<file path="config.mk">
export PLATFORM = sky130hd
export DESIGN_NAME = sseg_scan_mux_flat
export DESIGN_NICKNAME = d
export VERILOG_FILES = /design/src/rtl/sseg_pkg.sv /design/src/rtl/sseg_scan_mux_if.sv /design/src/rtl/sseg_hex_decode.sv /design/src/rtl/sseg_scan_mux.sv /design/src/flat_wrapper.sv
export SDC_FILE = /design/constraint.sdc
export NUM_CORES = 1
export LEC_CHECK = 0
export ABC_AREA = 1
export CAP_MARGIN = 15
export CORE_MARGIN = 4
export CORE_UTILIZATION = 41
export DETAILED_ROUTE_END_ITERATION = 6
export PLACE_DENSITY = 0.74
export SLEW_MARGIN = 30
export SYNTH_ARGS = -nofsm -noshare
export SYNTH_HDL_FRONTEND = slang
export SYNTH_SLANG_ARGS = --single-unit
</file>
<file path="constraint.sdc">
create_clock -name CLK -period 1.5 [get_ports CLK]
set_input_delay 0.225 -clock CLK [delete_from_list [all_inputs] [get_ports CLK]]
set_output_delay 0.225 -clock CLK [all_outputs]
set_load 0.05 [all_outputs]
</file>
<file path="src/rtl/sseg_pkg.sv">
// Shared definitions for the seven-segment scan driver.
//   SEG_PATTERN : hex digit -> segment pattern, bit order gfedcba, active-high
//   SEG_BLANK   : pattern with every segment off
//   idx_w()     : scan index width for a given digit count (never zero)
//   addr_w()    : write-address width; one bit wider than the index so that
//                 every out-of-range digit number can be presented and ignored
package sseg_pkg;

    localparam logic [6:0] SEG_PATTERN [16] = '{
        7'h3F, 7'h06, 7'h5B, 7'h4F, 7'h66, 7'h6D, 7'h7D, 7'h07,
        7'h7F, 7'h6F, 7'h77, 7'h7C, 7'h39, 7'h5E, 7'h79, 7'h71
    };

    localparam logic [6:0] SEG_BLANK = 7'h00;

    function automatic int idx_w(input int n);
        return (n > 1) ? $clog2(n) : 1;
    endfunction

    function automatic int addr_w(input int n);
        return idx_w(n) + 1;
    endfunction

endpackage

</file>
<file path="src/rtl/sseg_scan_mux_if.sv">
// Bus between a controller and the scan driver.
//   Step               : external advance strobe (driver input)
//   Wr_En/Wr_Addr/...  : single-digit write port (driver inputs)
//   SSEG_Data/SSEG_DP  : registered segment and decimal-point outputs
//   Anode              : registered one-hot digit enable, bit 0 = leftmost
//   Slot_Wrap          : one-cycle pulse when the scan index returns to 0
// master = controller side, slave = scan driver side.
interface sseg_scan_mux_if
    import sseg_pkg::*;
#(
    parameter int NUM_DIGITS = 2
);
    localparam int ADDR_W = addr_w(NUM_DIGITS);

    logic                  Step;
    logic                  Wr_En;
    logic [ADDR_W-1:0]     Wr_Addr;
    logic [3:0]            Wr_Val;
    logic                  Wr_DP;
    logic                  Wr_Blank;
    logic [6:0]            SSEG_Data;
    logic                  SSEG_DP;
    logic [NUM_DIGITS-1:0] Anode;
    logic                  Slot_Wrap;

    modport master (
        output Step, Wr_En, Wr_Addr, Wr_Val, Wr_DP, Wr_Blank,
        input  SSEG_Data, SSEG_DP, Anode, Slot_Wrap
    );

    modport slave (
        input  Step, Wr_En, Wr_Addr, Wr_Val, Wr_DP, Wr_Blank,
        output SSEG_Data, SSEG_DP, Anode, Slot_Wrap
    );

endinterface

</file>
<file path="src/rtl/sseg_hex_decode.sv">
// Combinational hex to seven-segment lookup.
//   val : hex digit 0..F
//   seg : segment pattern gfedcba, active-high
module sseg_hex_decode
    import sseg_pkg::*;
(
    input  logic [3:0] val,
    output logic [6:0] seg
);

    assign seg = SEG_PATTERN[val];

endmodule

</file>
<file path="src/rtl/sseg_scan_mux.sv">
// N-digit seven-segment scan driver with anti-ghosting.
//   CLK, RST : clock and synchronous active-high reset
//   bus      : slave side of sseg_scan_mux_if (step strobe, digit write port,
//              registered segment/DP/anode outputs, wrap pulse)
// Digits are visited round-robin, one slot per advance tick. After every tick
// the anodes and segments are held off for GHOST_CYCLES cycles so the
// previous digit's pattern never bleeds onto the next digit.
module sseg_scan_mux
    import sseg_pkg::*;
#(
    parameter int NUM_DIGITS   = 2,
    parameter int REFRESH_DIV  = 50000,
    parameter int GHOST_CYCLES = 4,
    parameter int EXT_STEP     = 0
) (
    input  logic           CLK,
    input  logic           RST,
    sseg_scan_mux_if.slave bus
);

    localparam int IDX_W  = idx_w(NUM_DIGITS);
    localparam int ADDR_W = addr_w(NUM_DIGITS);
    localparam int PRE_W  = (REFRESH_DIV > 1) ? $clog2(REFRESH_DIV) : 1;
    localparam int GH_W   = (GHOST_CYCLES > 0) ? $clog2(GHOST_CYCLES + 1) : 1;

    localparam logic [IDX_W-1:0]      LAST_IDX = IDX_W'(NUM_DIGITS - 1);
    localparam logic [NUM_DIGITS-1:0] ONE_HOT0 = NUM_DIGITS'(1);

    logic [PRE_W-1:0]      presc;
    logic [IDX_W-1:0]      idx;
    logic [GH_W-1:0]       ghost;
    logic [3:0]            val_q [NUM_DIGITS];
    logic [NUM_DIGITS-1:0] dp_q;
    logic [NUM_DIGITS-1:0] blank_q;

    logic                  presc_tick;
    logic                  tick;
    logic                  wr_ok;
    logic [IDX_W-1:0]      wr_idx;
    logic [6:0]            seg_cur;

    logic [NUM_DIGITS-1:0] anode_p1;
    logic [6:0]            seg_p1;
    logic                  dp_p1;
    logic                  wrap_p1;

    // The prescaler free-runs in both modes; only the tick source changes.
    assign presc_tick = (presc == PRE_W'(REFRESH_DIV - 1));
    assign tick       = (EXT_STEP != 0) ? bus.Step : presc_tick;

    assign wr_ok  = bus.Wr_En && (bus.Wr_Addr < ADDR_W'(NUM_DIGITS));
    assign wr_idx = bus.Wr_Addr[IDX_W-1:0];

    sseg_hex_decode u_dec (
        .val (val_q[idx]),
        .seg (seg_cur)
    );

    always_ff @(posedge CLK) begin
        if (RST) begin
            presc    <= '0;
            idx      <= '0;
            ghost    <= '0;
            dp_q     <= '0;
            blank_q  <= '1;
            for (int i = 0; i < NUM_DIGITS; i++) begin
                val_q[i] <= '0;
            end
            anode_p1 <= '0;
            seg_p1   <= SEG_BLANK;
            dp_p1    <= 1'b0;
            wrap_p1  <= 1'b0;
        end else begin
            // Stage 0: scan state and digit registers
            presc <= presc_tick ? '0 : presc + 1'b1;

            if (tick) begin
                idx   <= (idx == LAST_IDX) ? '0 : idx + 1'b1;
                // A tick inside a running window simply restarts it.
                ghost <= GH_W'(GHOST_CYCLES);
            end else if (ghost != '0) begin
                ghost <= ghost - 1'b1;
            end

            if (wr_ok) begin
                val_q[wr_idx]   <= bus.Wr_Val;
                dp_q[wr_idx]    <= bus.Wr_DP;
                blank_q[wr_idx] <= bus.Wr_Blank;
            end

            // Stage 1: output registers, built from the current stage-0 state
            wrap_p1  <= tick && (idx == LAST_IDX);
            anode_p1 <= (ghost == '0) ? (ONE_HOT0 << idx) : '0;
            seg_p1   <= ((ghost == '0) && !blank_q[idx]) ? seg_cur : SEG_BLANK;
            dp_p1    <= dp_q[idx] & ~blank_q[idx];
        end
    end

    assign bus.Anode     = anode_p1;
    assign bus.SSEG_Data = seg_p1;
    assign bus.SSEG_DP   = dp_p1;
    assign bus.Slot_Wrap = wrap_p1;

endmodule

</file>
<file path="src/flat_wrapper.sv">
// flat-port wrapper written by rule: the top's interface ports become plain ports
module sseg_scan_mux_flat import sseg_pkg::*;
#(
    parameter int NUM_DIGITS   = 2,
    parameter int REFRESH_DIV  = 50000,
    parameter int GHOST_CYCLES = 4,
    parameter int EXT_STEP     = 0
)
  (CLK, RST, bus_Step, bus_Wr_En, bus_Wr_Addr, bus_Wr_Val, bus_Wr_DP, bus_Wr_Blank, bus_SSEG_Data, bus_SSEG_DP, bus_Anode, bus_Slot_Wrap);
  sseg_scan_mux_if #(.NUM_DIGITS(NUM_DIGITS)) bus_i ();
  input  logic CLK;
  input  logic RST;
  input wire logic [$bits(bus_i.Step)-1:0] bus_Step;
  input wire logic [$bits(bus_i.Wr_En)-1:0] bus_Wr_En;
  input wire logic [$bits(bus_i.Wr_Addr)-1:0] bus_Wr_Addr;
  input wire logic [$bits(bus_i.Wr_Val)-1:0] bus_Wr_Val;
  input wire logic [$bits(bus_i.Wr_DP)-1:0] bus_Wr_DP;
  input wire logic [$bits(bus_i.Wr_Blank)-1:0] bus_Wr_Blank;
  output wire logic [$bits(bus_i.SSEG_Data)-1:0] bus_SSEG_Data;
  output wire logic [$bits(bus_i.SSEG_DP)-1:0] bus_SSEG_DP;
  output wire logic [$bits(bus_i.Anode)-1:0] bus_Anode;
  output wire logic [$bits(bus_i.Slot_Wrap)-1:0] bus_Slot_Wrap;
  assign bus_i.Step = bus_Step;
  assign bus_i.Wr_En = bus_Wr_En;
  assign bus_i.Wr_Addr = bus_Wr_Addr;
  assign bus_i.Wr_Val = bus_Wr_Val;
  assign bus_i.Wr_DP = bus_Wr_DP;
  assign bus_i.Wr_Blank = bus_Wr_Blank;
  assign bus_SSEG_Data = bus_i.SSEG_Data;
  assign bus_SSEG_DP = bus_i.SSEG_DP;
  assign bus_Anode = bus_i.Anode;
  assign bus_Slot_Wrap = bus_i.Slot_Wrap;
  sseg_scan_mux #(.NUM_DIGITS(NUM_DIGITS), .REFRESH_DIV(REFRESH_DIV), .GHOST_CYCLES(GHOST_CYCLES), .EXT_STEP(EXT_STEP)) u_core (.CLK(CLK), .RST(RST), .bus(bus_i));
endmodule
</file>
### After elaboration in Yosys (flattened, before gate mapping)

Memories as Yosys holds them, arrays and structs flattened. A register that Yosys moved wholly into a read port is not among the register bits.
Index checks and enable logic that the tools add are counted.

* register bits after elaboration: 28
* latch bits: 0
* bits in writable memories: 8
* ROM bits: 112
* output and inout bits: 11
* word-level logic and storage cells: 58
* memories kept: 2

* add/subtract/negate cells: 3
* $mul: 0
* div/mod/pow operators: 0
* order comparisons: 4
* eq/ne operators: 1
* shift-type cells: 1
* mux-type cells: 21
* bitwise gates (word level): 5
* reduce and logical (&&, ||, !) cells: 12

Memories
* (name not given): depth 16, width 7, rd ports 1, clocked after Yosys merged registers in 1, write ports 0, line sseg_hex_decode.sv:11 `assign seg = SEG_PATTERN[val];`
* u_core.val_q: depth 2, width 4, rd ports 1, clocked after Yosys merged registers in 1, write ports 2, line sseg_scan_mux.sv:32 `logic [3:0] val_q [NUM_DIGITS];`

Operators with widths (number)
* $add 16x1->16 const B: 1
* $eq 16x16->1 const B: 1
* $mux 1: 15
* $mux 3: 2
* $reduce_or 2->1: 3
* $not 4->5: 1
* $bwmux 2: 2
* $logic_and 1x1->1: 4
* $lt 1x2->1 const B: 2
* $mux 4: 1
* $reduce_or 4->1: 1
* $logic_not 3->1: 1
* $not 1->1: 3
* $reduce_bool 3->1: 1
* $sub 3x1->3 const B: 1
* $lt 2x2->1 const B: 1
* $reduce_bool 2->1: 1
* $shl 1x1->2 const A: 1
* $add 1x1->1 const B: 1
* $and 1x1->1: 1
* $demux 1 s1: 1
* $ge 1x1->1 const B: 1
* $logic_not 1->1: 1

### Logic depth before layout (Yosys ltp)

Gate-level depths: netlist of run 1.

* word-level depth: 7
* mapped depth: 10
* depth with buffers taken out: 10

### Hierarchy

Synthesis of run 1 repeated with hierarchy kept, for this count alone.

* cells, all modules: 288
* area, all modules: 2232.1 um2

By module, submodules not included
* sseg_scan_mux: times used 1, cells each 234, area each 1946.9 um2, sequential area each 960.9 um2
* sseg_hex_decode: times used 1, cells each 54, area each 285.3 um2, sequential area each 0.0 um2

### Worst setup path after synthesis of run 1

OpenSTA, ideal clock, no wires.

* path type: flip-flop to flip-flop
* start: reg (tool-made name)
* end: reg u_core.seg_p1[0] (netlist: u_core.bus.SSEG_Data[0])
* setup time: 0.070 ns
* arrival: 1.457 ns
* required time: 1.430 ns
* setup slack: -0.027 ns
* cell stages (with the launch flop): 7
* path buffers: 0
* cell sequence: dfxtp_1 > o21ai_0 > inv_1 > ha_1 > nand3_1 > nand3_1 > a21oi_1

RTL lines
* end, declared: line sseg_scan_mux.sv:43 `logic [6:0] seg_p1;`

### Worst setup path in the final report of run 1

* start: reg u_core.ghost[0]
* end: reg u_core.seg_p1[4] (netlist: u_core.bus.SSEG_Data[4])

* word-level cells in the longest chain between the ends: 4

Ends and longest elaborated chain
* start, declared: line sseg_scan_mux.sv:31 `logic [GH_W-1:0] ghost;`
* start signal, assigned: line sseg_scan_mux.sv:80 `ghost <= GH_W'(GHOST_CYCLES);`
* start signal, assigned: line sseg_scan_mux.sv:82 `ghost <= ghost - 1'b1;`
* $logic_not 3->1: line sseg_scan_mux.sv:94 `seg_p1 <= ((ghost == '0) && !blank_q[idx]) ? seg_cur : SEG_BLANK;`
* $logic_and 1x1->1: line sseg_scan_mux.sv:94
* $not 1->1 (no line)
* $reduce_or 2->1 (no line)

Every way passes these cells.
A chain may end at the register's enable or synchronous reset.

==> metrics, run 1 <==
Residual DRC 0; post-CTS sizing 0; Layout Nets 338; Reg2Reg Launch Point u_core.ghost[0]$_SDFFE_PP0P_; FF-to-FF End u_core.bus.SSEG_Data[4]$_SDFF_PP0_; flop2flop setup slack 140 ps; HPWL Detailed 2980 µm; min-delay src u_core.ghost[0]$_SDFFE_PP0P_; Overall Global Routing Usage 13.7%; Max Clock Skew ~12 ps; Core Region between 0.005 and 0.006 mm²; DR vias 1759; CTS tree yes; Port Buffers 21; post-route ant nets 0; fin. max-slew vios 0; io pins 23; CP required 1750 ps; startpoint type of the worst setup path flip-flop; post-synth top area share 33.5%; crit path DAT 1600 ps; Lkg Pwr ~1.1 nW; cell taking the most area after synthesis dfxtp_1; count of hold-fix buffers inserted at cts 0; Final Instance Area 0.00257 mm²; grt total ovfl 0; worst-path fanout max 7; full die area 0.00646 mm²; Vias/cell 4.57; outcome finished clean; Netlist cell types 28; r2r worst-path depth 7; Worst setup EP type flip-flop; clk sink count 44; WHS Path Cells 2; Int Power roughly 0.0018 W; Worst path max stage delay 320 ps; Final period util 90.4%; drt pass-1 iters 4; Peak Freq between 0.7 and 0.8 GHz; Final setup violation count 0; max-capacitance violation count 0; die height 80.4 µm; Logic pwr share a little under a fifth; Starting Density 42.1%; Cell Chain, Critical Path inv_1 > ha_1 > ha_1 > nand3_2 > inv_1 > nand2_1 > nor2_1; vias in the first global route 1686; Area Growth Syn to Fin 19.9%; share of cells above drive strength 1 15.9%; Sw Ratio 28.3%; Antenna Diode Count 0; Synth area leaders dfxtp_1 (34%), edfxtp_1 (11%), nand2_1 (8.9%); Worst Hold Path EP u_core.ghost[0]$_SDFFE_PP0P_; sequential power share 52.7%; Post-DP Area 0.00247 mm²; Util after Layout 50.4%; clock slew at reported path FFs around 80 ps; clock share of power 29.1%; Post-Route WL 3860 µm; worst-margin pin slew 275 ps; clock buffer depth 2; Crit-path slowest cell dfxtp_1; Row Count 26; post-synthesis sequential area ratio 44.7%; Mapped Cells 278; Slew headroom 81.6%; fin crit period around 1400 ps; Root Driver clkbuf_8; syn nets 302; Psw 0.000698 W; Setup Fix Bufs, Post-CTS 0; Setup CP Type flip-flop to flip-flop; # H-tree levels 2; Die X between 80 and 90 µm; Clk Latency, worst-skew pair approximately 300 ps; worst vdd ir 0.341 mV; Iter 0 DRT Violations 61; final hold vios 0; Avg Cell Area, Syn 7.73 µm²; yosys warns 0; worst hold path class flip-flop to flip-flop; first-pass GRT wire length 6840 µm; routability cong. around 0.76; cts bufs inserted 5; initial antenna violation count 0; largest net degree at the start of global routing 18; DR WL/cell 10.0 µm; post-synthesis sequential element count 44; P per Cell Area 959 mW/mm²; synthesized cell area 0.00215 mm²
[worst max-delay path: cells and delay by family, from the launching register on]
family                     cells  cell delay [ps]
adders and majority gates      2              460
buffers and inverters          2              200
DFF                            1              320
and+or+nand+nor                3              340
[kinds of logic after synthesis]
family	synth area share, %
and+or+nand+nor	30.0
xor gates and xnor gates	2.45
AOI/OAI and AO/OA	6.93
buffers and inverters	8.91
adders and majority gates	6.99
DFF	44.7
[power groups by stage]
stage | registers (W) | logic, W | clock network (W)
4_1_cts | 0.00130 | 0.000451 | 0.000744
5_1_grt | 0.00131 | 0.000509 | 0.000794
3_3_place_gp | 0.00133 | 0.000438 | 0
6_report | 0.00130 | 0.000450 | 0.000720
3_5_place_dp | 0.00133 | 0.000450 | 0
2_1_floorplan | 0.00138 | 0.000271 | 0
[cells in the final DEF, fill, tap and decap left out, drive strengths merged]
| cell | n |
|---|---|
| a21oi | 16 |
| a31oi | 1 |
| buf | 22 |
| clkbuf | 7 |
| clkdlybuf4s50 | 10 |
| clkinv | 1 |
| dfxtp | 36 |
| edfxtp | 8 |
| ha | 12 |
| inv | 42 |
| nand2 | 57 |
| nand3 | 22 |
| nand4 | 4 |
| nor2 | 53 |
| nor3 | 5 |
| o21ai | 10 |
| o22a | 1 |
| or2 | 2 |
| xnor2 | 1 |
| xor2 | 5 |
[cells in the mapped netlist]
master    count
o21ai_0       8
a31oi_1       1
o21ai_2       1
nor2_4        1
inv_1        41
dfxtp_1      36
nand3_1      20
xor2_1        5
xnor2_1       1
nand2_2       4
nor2_2        2
nand3_2       2
nand2_1      51
o22a_1        1
nor3_1        4
or2_2         1
o21ai_1       1
nand2_4       2
nor3_2        1
buf_6         3
inv_2         1
edfxtp_1      8
or2_0         1
nand4_1       3
a21oi_1      16
nor2_1       50
nand4_2       1
ha_1         12
[worst max path at each step]
stage | cells past startpoint | slack [ps] | start | endpoint
global placement | 4 | 10 | RST | u_core.val_q[0][0]$_SDFFCE_PN0P_
floorplan | 7 | 90 | flip-flop | u_core.bus.SSEG_Data[0]$_SDFF_PP0_
finish | 7 | 140 | u_core.ghost[0]$_SDFFE_PP0P_ | u_core.bus.SSEG_Data[4]$_SDFF_PP0_
CTS | 8 | 40 | u_core.presc[1]$_SDFF_PP0_ | flip-flop
global route | 7 | -0.1 | u_core.ghost[0]$_SDFFE_PP0P_ | u_core.bus.SSEG_Data[5]$_SDFF_PP0_
detailed placement | 4 | 30 | RST | u_core.val_q[0][0]$_SDFFCE_PN0P_
[flip-flops by register name, indices dropped and copies added, names as in the netlist, named ones only]
register              flops
u_core.val_q              8
u_core.bus.SSEG_DP        1
u_core.bus.Slot_Wrap      1
u_core.blank_q            2
u_core.presc             16
u_core.bus.Anode          2
u_core.idx                1
u_core.dp_q               2
u_core.bus.SSEG_Data      7
u_core.ghost              3
[per-layer routing]
metal	vias up	wire length, µm	track usage, %
met1	788	1620	14.3
met4	0	74	6.08
met2	21	2000	25.0
li1	944	-	-
met3	6	161	4.15
met5	-	0	0
[final cells by class]
cell class,instances,area [µm²]
repair buffers,32,265
fillers,513,2530
flip-flops and latches,44,965
clock inverters,1,5.00
inverters,42,158
multi-input cells,189,1020
clock buffers,7,76.3
well taps,70,87.6
[through the flow]
step	power (W)	setup TNS [ps]	hold WS, ps	setup WS, ps	instances
after CTS	0.00249	0	461	44.8	385
after global placement	0.00176	0	443	12.5	377
after floorplan	0.00165	0	294	89.8	278
final	0.00247	0	460	145	385
after global routing	0.00261	-0.113	489	-0.113	385
after detailed placement	0.00178	0	449	28.0	377
(Power assumes the default switching activity.)
==> run 2: changes to the inputs <==
- SLEW_MARGIN: 30 -> not set
==> results of run 2 <==
The final DEF is identical to that of run 1; final timing and power are the same.
==> run 3: changes to the inputs <==
- ABC_AREA: 1 -> not set
- PLACE_DENSITY: 0.74 -> 0.75
==> run 3 against run 2 <==
The flow now finishes with violations (negative setup slack). Routed wire length grew 11%. Sequential share of layout area down 3.7 points. Critical path depth shrank 2. Fmax is 31% lower. Clock skew is 3.4 ps lower. Total power shrank 2.0%. Register-to-register slack got worse by 610 ps. First-iteration DRC count is 43% lower. Non-clock buffer count increased by 30. Clock power increased by 22%. Final area grew 11%. Largest cell class unchanged. Largest power group unchanged.
==> metrics, run 3 <==
outcome finished with violations; failing checks negative setup slack; Final period util 131% (+40 points); final hold vios 0 (unchanged); post-synthesis sequential element count 44 (unchanged); Reg2Reg Launch Point u_core.presc[1]$_SDFF_PP0_; Iter 0 DRT Violations 35 (-43%); final worst slack -462 ps (-607 ps); fraction of registers with async set/reset 0% (unchanged); ys flop type dfxtp_1; Max Clock Skew 8.76 ps (-3.40 ps); DR vias 1648 (-6.3%); Lkg Pwr 1.12 nW (+3.0%); FF-to-FF End u_core.idx$_SDFFE_PP0N_; Worst Hold Path EP u_core.dp_q[1]$_SDFFE_PP0P_; Peak Freq 0.510 GHz (-31%); post-synthesis sequential area ratio 47.9% (+3.2 points); fin. max-slew vios 0 (unchanged); Die X 77.9 µm (-3.0%); worst-margin pin slew 372 ps (+96.4 ps); Netlist cell types 36 (+29%); largest family of logic cells by synthesized area simple AND/OR/NAND/NOR gates; Root Driver clkbuf_8; max-capacitance violation count 0 (unchanged); compound-gate portion of the synthesized area 8.05% (+1.1 points); initial antenna violation count 0 (unchanged); Post-Route WL 4280 µm (+11%); Top reg by flops u_core.presc; FILL cells 383 (-25%); min-delay src u_core.dp_q[1]$_SDFFE_PP0P_; full die area 0.00607 mm² (-6.0%); most frequent cells in the layout buf_4 (48), dfxtp_1 (33), nor2_1 (26); worst-path fanout max 3 (-4); Residual DRC 0 (unchanged); Worst setup EP type flip-flop; Clk Latency, worst-skew pair 300 ps (about the same); Synth area leaders dfxtp_1 (36%), edfxtp_1 (12%), ha_1 (7.5%); Post-synth top cells dfxtp_1 (36), nor2_1 (26), nand2_1 (13); r2r worst-path depth 5 (-2); mux share of post-synthesis cell area 4.12% (+4.1 points); count of hold-fix buffers inserted at cts 0 (unchanged); Power Total 0.00242 W (-2.0%); Largest register FFs 16 (unchanged); CP required 1730 ps (-20 ps); routability cong. 0.842 (+10%); cts bufs inserted 5 (unchanged); post-route ant nets 0 (unchanged); Starting Density 42.5% (+0.40 points); Logic pwr share 12.2% (-6.0 points); syn nets 230 (-24%); worst hold path class flip-flop to flip-flop; Core Region 0.00472 mm² (-7.5%); count leader, synth dfxtp_1; crit path DAT 2200 ps (+600 ps); Mapped Cells 206 (-26%); Vias/cell 4.88 (+6.7%); yosys warns 0 (unchanged); DR WL/cell 12.7 µm (+27%); WHS Path Cells 2 (unchanged); largest net degree at the start of global routing 18 (unchanged); share of cells above drive strength 1 34.7% (+19 points); post-synth top area share 35.9% (+2.4 points); Port Buffers 21 (unchanged); Avg Cell Area, Syn 9.74 µm² (+26%); Antenna Diode Count 0 (unchanged); Final setup violation count 23 (+23); Slew headroom 75.0% (-6.6 points); synthesized cell area 0.00201 mm² (-6.6%); clock share of power 36.2% (+7.1 points); Int Power 0.00187 W (+5.8%); Post-synth EDFFs 8 (unchanged); Finished Layout Cells 338 (-12%); clk sink count 44 (unchanged); Post-DP Area 0.00262 mm² (+6.1%); vias in the first global route 1579 (-6.3%); CTS tree yes; post-route setup TNS -7800 ps (-7800 ps); clock buffer depth 2 (unchanged); Layout Nets 294 (-13%); startpoint type of the worst setup path flip-flop; dpl ws -401 ps (-429 ps); DP Cell Count 326 (-14%); Setup CP Type flip-flop to flip-flop; post-synthesis adder-cell area fraction 7.49% (+0.50 points); Sw Ratio 22.6% (-5.7 points); post-synthesis simple-gate area fraction 22.5% (-7.5 points); grt total ovfl 0 (unchanged); clock slew at reported path FFs 80 ps (about the same); XOR/XNOR share of the synthesized area 6.55% (+4.1 points); Row Count 25 (-3.8%); first-pass GRT wire length 6890 µm (+0.72%); sequential power share 51.6% (-1.1 points); most common cell after layout, fill and taps aside buf_4; io pins 23 (unchanged); Area Growth Syn to Fin 42.7%; worst vdd ir 0.674 mV (+98%); fin crit period 1960 ps (+607 ps); drt pass-1 iters 4 (unchanged); flop2flop setup slack -460 ps (-610 ps); RSZ-0062 raised after global routing yes; Overall Global Routing Usage 14.1% (+0.41 points); cell taking the most area after synthesis dfxtp_1; Psw 0.000547 W (-22%); die height 77.9 µm (-3.0%); P per Cell Area 846 mW/mm² (-12%); Final Instance Area 0.00286 mm² (+11%); # H-tree levels 2 (unchanged); HPWL Detailed 2940 µm (-1.1%)
[run 3: cell count changes in the layout (fill, tap and decap cells not counted), sizes merged, moves of 4 or more]
cell    before  now
and2         0    8
a21oi       16    5
xnor2        1   12
buf         22   52
nand2       57   13
nor4         0    6
mux2i        0    6
nor2        53   26
nand3       22    7
inv         42   12
a221oi       0    4
[run 3: cell families (layout without fill, tap and decap cells)]
logic type | count (synthesis) | after routing
and+or+nand+nor | 87 | 87
DFF | 44 | 44
AOI/OAI and AO/OA | 23 | 23
buffers and inverters | 17 | 82
xor gates and xnor gates | 15 | 15
adders and majority gates | 12 | 12
muxes | 8 | 8
[run 3: cell type report]
| type | instances | area, µm² | share of cell area [%] |
|---|---|---|---|
| repair buffers | 62 | 514 | 18.0 |
| clock buffers | 6 | 72.6 | 2.53 |
| well taps | 67 | 83.8 | 2.93 |
| flip-flops and latches | 44 | 967 | 33.8 |
| inverters | 12 | 50.0 | 1.75 |
| multi-input cells | 145 | 1140 | 39.8 |
| clock inverters | 2 | 35.0 | 1.22 |
[run 3: timing repair]
action	CTS	global route
gates resized for setup	6	23
setup endpoints to repair	27	27
setup buffers	2	2
pin swaps	2	3
[run 3: how the worst max path moves through the flow]
stage	slack, ps	cells past startpoint	end	startpoint
global placement	-380	5	u_core.idx$_SDFFE_PP0N_	u_core.presc[1]$_SDFF_PP0_
floorplan	-410	6	u_core.presc[0]$_SDFF_PP0_	u_core.presc[0]$_SDFF_PP0_
CTS	-420	5	u_core.idx$_SDFFE_PP0N_	u_core.presc[1]$_SDFF_PP0_
global route	-490	5	u_core.idx$_SDFFE_PP0N_	u_core.presc[1]$_SDFF_PP0_
finish	-460	5	u_core.idx$_SDFFE_PP0N_	u_core.presc[1]$_SDFF_PP0_
detailed placement	-400	5	u_core.idx$_SDFFE_PP0N_	u_core.presc[1]$_SDFF_PP0_
[run 3: routing by layer]
| layer | GRT usage [%] | up-vias | wire (µm) |
|---|---|---|---|
| li1 | - | 838 | - |
| met1 | 16.7 | 771 | 1900 |
| met2 | 23.6 | 31 | 2140 |
| met3 | 4.18 | 8 | 173 |
| met4 | 5.94 | 0 | 71 |
| met5 | 0 | - | 0 |
[run 3: power by group through the flow]
stage | Combinational, W | Sequential [W] | Clock [W]
finish | 0.000296 | 0.00125 | 0.000876
global route | 0.000319 | 0.00125 | 0.000961
floorplan | 0.000130 | 0.00129 | 0
global placement | 0.000254 | 0.00128 | 0
detailed placement | 0.000257 | 0.00128 | 0
CTS | 0.000262 | 0.00125 | 0.000894
[run 3: worst max-delay path, cell delays in order (launching register included)]
cell,delay [ps]
dfxtp_2,360
ha_4,130
or4b_4,450
or4_4,460
or3_4,350
a21oi_2,150
[run 3: metrics by stage]
| step | hold WS, ps | utilization [%] |
|---|---|---|
| floorplan | 334 | - |
| global placement | 464 | 55.4 |
| detailed placement | 463 | 55.4 |
| CTS | 474 | 58.5 |
| global route | 490 | 60.6 |
| finish | 478 | 60.6 |
